### src/rtl/bus_arb_pkg.sv
// Shared types and constants for the round-robin system bus arbiter.
package bus_arb_pkg;

  localparam int MAX_MASTERS = 8;
  localparam int OWNER_W     = 3;

  typedef enum logic [1:0] {
    IDLE       = 2'd0,
    WAIT_BEGIN = 2'd1,
    OWN        = 2'd2,
    RELEASE    = 2'd3
  } arbState_t;

endpackage

### src/rtl/rr_select.sv
// Combinational round-robin picker: first requester found searching upward
// from (pointer + 1) with wrap modulo NUM_MASTERS.
module rr_select
  import bus_arb_pkg::*;
#(
  parameter int NUM_MASTERS = 4
) (
  input  logic [NUM_MASTERS-1:0] i_request,
  input  logic [OWNER_W-1:0]     i_pointer,
  output logic [OWNER_W-1:0]     o_sel,
  output logic                   o_valid
);

  logic [MAX_MASTERS-1:0] w_reqPad;

  assign w_reqPad = MAX_MASTERS'(i_request);

  // Walk the distances from farthest to nearest so the nearest requester wins.
  always_comb begin
    logic [3:0] idx;
    idx     = '0;
    o_sel   = '0;
    o_valid = 1'b0;
    for (int i = NUM_MASTERS; i >= 1; i--) begin
      idx = {1'b0, i_pointer} + 4'(i);
      if (idx >= 4'(NUM_MASTERS)) begin
        idx = idx - 4'(NUM_MASTERS);
      end
      if (w_reqPad[idx[2:0]]) begin
        o_sel   = idx[2:0];
        o_valid = 1'b1;
      end
    end
  end

endmodule

### src/rtl/bus_arbiter_rr.sv
// Round-robin single-owner bus arbiter with begin/end transaction tracking.
// Optional ownership watchdog enabled by defining BUS_ARB_XFER_TIMEOUT_EN.
module bus_arbiter_rr
  import bus_arb_pkg::*;
#(
  parameter int NUM_MASTERS   = 4,
  parameter int BEGIN_TIMEOUT = 16,
  parameter int XFER_TIMEOUT  = 1024
) (
  input  logic                   clock,
  input  logic                   reset,
  input  logic [NUM_MASTERS-1:0] request,
  output logic [NUM_MASTERS-1:0] grant,
  input  logic                   in_busBeginTransaction,
  input  logic                   in_busEndTransaction,
  input  logic                   in_busError,
  output logic [OWNER_W-1:0]     owner,
  output logic                   busActive,
  output logic                   out_busError,
  output logic                   out_busEndTransaction
);

  localparam int MAX_TIMEOUT = (BEGIN_TIMEOUT > XFER_TIMEOUT) ? BEGIN_TIMEOUT : XFER_TIMEOUT;
  localparam int CNT_W       = $clog2(MAX_TIMEOUT) + 1;
  localparam logic [CNT_W-1:0] CNT_MAX = '1;

  arbState_t              r_state;
  logic [NUM_MASTERS-1:0] r_grant;
  logic [OWNER_W-1:0]     r_owner;
  logic                   r_busActive;
  logic [CNT_W-1:0]       r_count;
  logic [OWNER_W-1:0]     w_sel;
  logic                   w_valid;

  rr_select #(
    .NUM_MASTERS(NUM_MASTERS)
  ) u_rrSelect (
    .i_request(request),
    .i_pointer(r_owner),
    .o_sel    (w_sel),
    .o_valid  (w_valid)
  );

`ifdef BUS_ARB_XFER_TIMEOUT_EN
  logic r_busError;
  logic r_busEnd;

  assign out_busError          = r_busError;
  assign out_busEndTransaction = r_busEnd;
`else
  assign out_busError          = 1'b0;
  assign out_busEndTransaction = 1'b0;
`endif

  // One counter serves both the begin timeout and the ownership watchdog,
  // since the two waiting states never overlap.
  always_ff @(posedge clock or posedge reset) begin
    if (reset) begin
      r_state     <= IDLE;
      r_grant     <= '0;
      r_owner     <= OWNER_W'(NUM_MASTERS - 1);
      r_busActive <= 1'b0;
      r_count     <= '0;
`ifdef BUS_ARB_XFER_TIMEOUT_EN
      r_busError  <= 1'b0;
      r_busEnd    <= 1'b0;
`endif
    end else begin
      r_grant <= '0;
`ifdef BUS_ARB_XFER_TIMEOUT_EN
      r_busError <= 1'b0;
      r_busEnd   <= 1'b0;
`endif
      case (r_state)
        IDLE: begin
          if (w_valid) begin
            r_grant     <= NUM_MASTERS'(1) << w_sel;
            r_owner     <= w_sel;
            r_busActive <= 1'b1;
            r_count     <= '0;
            r_state     <= WAIT_BEGIN;
          end
        end
        WAIT_BEGIN: begin
          if (in_busBeginTransaction && in_busEndTransaction) begin
            r_state <= RELEASE;
          end else if (in_busBeginTransaction) begin
            r_count <= '0;
            r_state <= OWN;
          end else if (r_count == CNT_W'(BEGIN_TIMEOUT - 1)) begin
            // Owner is kept so the silent master drops to lowest priority.
            r_busActive <= 1'b0;
            r_state     <= IDLE;
          end else if (r_count != CNT_MAX) begin
            r_count <= r_count + CNT_W'(1);
          end
        end
        OWN: begin
`ifdef BUS_ARB_XFER_TIMEOUT_EN
          // The abort pulse occupies the last owned cycle, like a real end.
          if (in_busEndTransaction || in_busError || r_busEnd) begin
            r_state <= RELEASE;
          end else if (r_count == CNT_W'(XFER_TIMEOUT - 2)) begin
            r_busError <= 1'b1;
            r_busEnd   <= 1'b1;
          end else if (r_count != CNT_MAX) begin
            r_count <= r_count + CNT_W'(1);
          end
`else
          if (in_busEndTransaction || in_busError) begin
            r_state <= RELEASE;
          end
`endif
        end
        RELEASE: begin
          r_busActive <= 1'b0;
          r_state     <= IDLE;
        end
        default: begin
          r_state <= IDLE;
        end
      endcase
    end
  end

  assign grant     = r_grant;
  assign owner     = r_owner;
  assign busActive = r_busActive;

endmodule
### config.mk
export PLATFORM = sky130hd
export DESIGN_NAME = bus_arbiter_rr
export DESIGN_NICKNAME = d
export VERILOG_FILES = /design/src/rtl/bus_arb_pkg.sv /design/src/rtl/rr_select.sv /design/src/rtl/bus_arbiter_rr.sv
export SDC_FILE = /design/constraint.sdc
export NUM_CORES = 1
export LEC_CHECK = 0
export CELL_PAD_IN_SITES_DETAIL_PLACEMENT = 0
export CELL_PAD_IN_SITES_GLOBAL_PLACEMENT = 2
export CORE_MARGIN = 3
export CORE_UTILIZATION = 33
export CTS_CLUSTER_SIZE = 20
export DETAILED_ROUTE_END_ITERATION = 10
export GPL_TIMING_DRIVEN = 1
export PLACE_DENSITY = 0.82
export SYNTH_ARGS = -nofsm -noshare
export SYNTH_HDL_FRONTEND = slang
export SYNTH_HIERARCHICAL = 1
export SYNTH_SLANG_ARGS = --single-unit
### constraint.sdc
create_clock -name clock -period 3.5 [get_ports clock]
set_input_delay 0.7 -clock clock [delete_from_list [all_inputs] [get_ports clock]]
set_output_delay 0.7 -clock clock [all_outputs]
set_load 0.01 [all_outputs]
==> results.md <==
Drt:
- The total length of routed wires is 3.20 mm.
- The number of detailed-routing iterations run before antenna repair is 4.
- Detailed routing inserted a total of 1219 vias.
- The remaining design rule violation count is 0.
- In the final routed layout, each cell accounts on average for approximately 15 microns.
- In this run the remaining antenna-violating nets after routing total 0.
- In this run, the number of DRC markers left after iteration 0 of detailed routing was 42.
- Using the TritonRoute via totals, the vias-per-cell ratio works out to 5.62.

Placement:
- The half-perimeter wire length of the detailed placement result is 2.36 mm.
- Counting tap cells, the placed design contains a total of 213 instances.
- The global placement routability congestion is 0.767.
- Buffers placed on the I/O ports in this run total 16.

Global routing:
- The number of global-route vias before repair is around 1200.
- The total overflow reported by the global router is 0.
- Across every metal layer, demand over resource in global routing totals 0.133.
- The first-pass GRT wire length is about 5.5 mm.
- The pin count of the biggest net entering global routing is 22.
- The number of antenna violations at the first check in global routing is 0.

Critical path:
- On the worst path, the slowest cell contributes a delay of between 0.6 and 0.7 ns.
- The arrival time at the worst endpoint is 2.98 ns.
- The data required time at the worst endpoint is 3.67 ns.
- The dominant cell type by count on the critical path is sky130_fd_sc_hd__nor3b_1.
- Walking the worst path, the cells encountered are inv_1, ha_1, mux4_2, o21ai_2, o211ai_1, nor3b_1, nor2b_1, nor3b_1.
- In this run the worst path has a maximum fanout of 12.
- In this run the register-to-register setup slack is 0.69 ns.
- The source of the worst register-to-register timing path is owner[0].
- The worst setup path is captured at a flop.
- The capturing point of the worst reg2reg path is grant[0].
- For the worst flop-to-flop path, the logic depth is 8.
- For this design, the slowest cell found on the critical path is sky130_fd_sc_hd__dfstp_2.
- The startpoint type of the worst setup path is a flop.
- The worst setup path is of the reg2reg kind.

Logic synthesis:
- The cell count after synthesis is 153.
- Of the post-synthesis cell area, the dominant cell type holds 0.341.
- The sequential element share of the synthesized area is 0.378.
- The number of unique standard cell types used by synthesis is 50.
- In the synthesized netlist the async set-or-reset flop fraction comes to 1.00.
- During synthesis, Yosys emitted a total of 6 warnings.
- The number of enable-type register cells in the synthesized netlist is 0.
- After synthesis the cells add up to between 1000 and 1500 sq um.
- The most instantiated flip-flop cell in the synthesis netlist is sky130_fd_sc_hd__dfrtp_1.
- Ranked by instance count, the synthesized netlist is headed by sky130_fd_sc_hd__dfrtp_1, sky130_fd_sc_hd__nand2_1, sky130_fd_sc_hd__nor2_1.
- The mean instance size in the synthesized netlist is between 9 and 10 sq um.
- In this run, synthesis produced a sequential element count of 21.
- Yosys instantiated no cell more often than sky130_fd_sc_hd__dfrtp_1.
- After synthesis, the cell types taking the most area are sky130_fd_sc_hd__dfrtp_1, sky130_fd_sc_hd__dfstp_2, sky130_fd_sc_hd__mux2i_1.
- The dominant cell type by area after synthesis is sky130_fd_sc_hd__dfrtp_1.

Cells and area:
- The fill cell instance count of the final layout is approximately 430.
- For this run, the number of standard cells in the final layout without fillers is 217.
- The number of diodes is 0.
- Of the cells placed in the final design, the portion with a size suffix greater than 1 is 0.120.
- The final layout contains 180 nets.
- Compared with the post-synthesis result, the final layout area differs by 16.4%.

Power and ir drop:
- IR analysis of the VDD net gives a maximum drop of 225 uV.
- The power density over cell area is 732 nW/um^2.
- The analysis attributes to cell leakage a power of between 0.0007 and 0.0008 uW.

STA:
- The achievable frequency is 356 MHz.
- The relative slew slack is 0.445.
- The post-route clock period utilization is 0.802.
- The worst-margin pin slew is between 0.8 and 0.9 ns.
- The smallest hold slack is between 0.5 and 0.6 ns.
- Setup repair after global routing left no endpoint under its margin.
- The worst path needs roughly 2.8 ns of the cycle, external delays included.
- The final max-slew violation count came to 0.
- The final setup violation count is 0.
- The accumulated negative setup slack is 0 ns.
- On the final layout, the worst clock skew is approximately 0.0029 ns.
- The hold violation count in the final report was 0.

Clock tree:
- The number of gates resized after CTS was 0.
- TritonCTS built the clock tree.
- The number of levels in the clock H-tree is 1.
- TritonCTS created 3 clock buffers.
- In this run, post-CTS hold repair placed 0 buffers.
- The clock latency on the worst-skew pair is 0.26 ns.
- In this run the clock root is driven by a sky130_fd_sc_hd__clkbuf_8.
- The clock net sink count is 21.
- The clock transition at the register clock pins on the worst setup and hold paths after CTS is 0.08 ns.
- The post-CTS setup buffer count is 0.
- The largest buffer count on any clock path is 2.

Floorplanning:
- For this design the top-level I/O count stands at 19.
- The floorplan core area is just over 4000 sq um.
- The initialized floorplan defines 23 standard-cell rows.
- In this run the horizontal extent of the chip is 71.1 microns.
- The starting density of the core is 0.347.
- The die outline area is 5050 sq um.
- The floorplan die height is 71.1 microns.

Worst hold path:
- The path class of the tightest hold or removal check is reg2reg.
- The worst hold path endpoint is r_count[10].
- The worst hold path startpoint is r_count[10].
- Along the worst hold path, the cell count comes to 1.

Run status:
- The flow ran to the end, and the final reports show no timing, DRC or antenna violations.

Flow run:
- The count of max-cap constraint violations is 0.
-- metrics by stage --
step                setup slack, ns   util  total power [uW]  instance area [sq um]
global route                  0.431  0.403              1290                   1630
floorplan                     0.885      -               850                   1400
CTS                           0.672  0.403              1200                   1630
global placement              0.613  0.392              1020                   1580
detailed placement            0.536  0.392              1030                   1580
finish                        0.691  0.403              1190                   1630
-- registers in the layout, summed over array words and instances (netlist names), named ones only --
register	count
busActive	1
grant	4
owner	3
r_count	11
r_state	1
-- power by group --
group	leakage [uW]	switching, uW	internal (uW)	total, uW
clock	0.0000228	81.0	81.1	162
sequential	0.000275	88.8	308	397
combinational	0.000406	326	305	631
total	0.000704	496	694	1190
-- layout make-up --
type / count / area (sq um) / area share
Clock buffer: 4 / 45.0 / 0.0277
Inverter: 8 / 30.0 / 0.0185
Multi-Input combinational cell: 115 / 777 / 0.478
Sequential cell: 21 / 528 / 0.325
Tap cell: 50 / 62.6 / 0.0385
Timing Repair Buffer: 19 / 183 / 0.112
-- how the worst max path moves through the flow --
stage / start / end / slack [ns] / cells after the start
6_report: owner[0] / grant[0] / 0.69 / 8
4_1_cts: owner[0] / grant[0] / 0.67 / 8
2_1_floorplan: owner[0] / r_count[6] / 0.88 / 10
5_1_grt: owner[0] / grant[0] / 0.43 / 7
3_5_place_dp: request[3] / grant[0] / 0.54 / 8
3_3_place_gp: request[3] / grant[0] / 0.61 / 7
-- critical path: cells and delay by family, from the launching register on --
family | cells | cell delay (ns)
simple gates | 3 | 1.09
buf+inv | 1 | 0.10
flops | 1 | 0.68
compound gates | 2 | 0.20
mux | 1 | 0.27
fa+ha+maj | 1 | 0.38
-- logic make-up after synthesis --
family	count (synthesis)	synth area share
AND/OR/NAND/NOR	57	0.226
flip-flops	21	0.378
adder cells (fa/ha/maj)	3	0.0269
buffers and inverters	18	0.0681
multiplexers	10	0.0842
other	2	0.00538
AO/OA/AOI/OAI	42	0.211
-- cell usage in the layout, fill, tap and decap left out, drive strengths merged, types with 2 or more instances in the layout --
cell type	Yosys	layout
clkdlybuf4s50	0	16
a21o	2	2
nor3b	3	3
inv	8	8
ha	3	3
nand2b	2	2
o211ai	2	2
buf	6	3
nor2	12	12
o31ai	3	3
nor4	2	2
o22ai	3	3
nor3	3	3
o21ai	8	8
dfrtp	19	19
a21oi	7	7
or3	4	4
dfstp	2	2
and4	2	2
mux2	4	4
mux2i	5	5
clkbuf	4	4
a31oi	3	3
nand4	4	4
nand3	5	5
or4	2	2
o22a	2	2
conb	2	3
and3	4	4
nand2	12	12
a211oi	2	2
-- layer usage --
layer | global-route usage | wire [microns]
met5 | 0 | 0
met4 | 0.0480 | 56
met3 | 0.0227 | 171
met2 | 0.238 | 1570
met1 | 0.159 | 1390
Note: power is estimated with default switching activity, not from simulation.
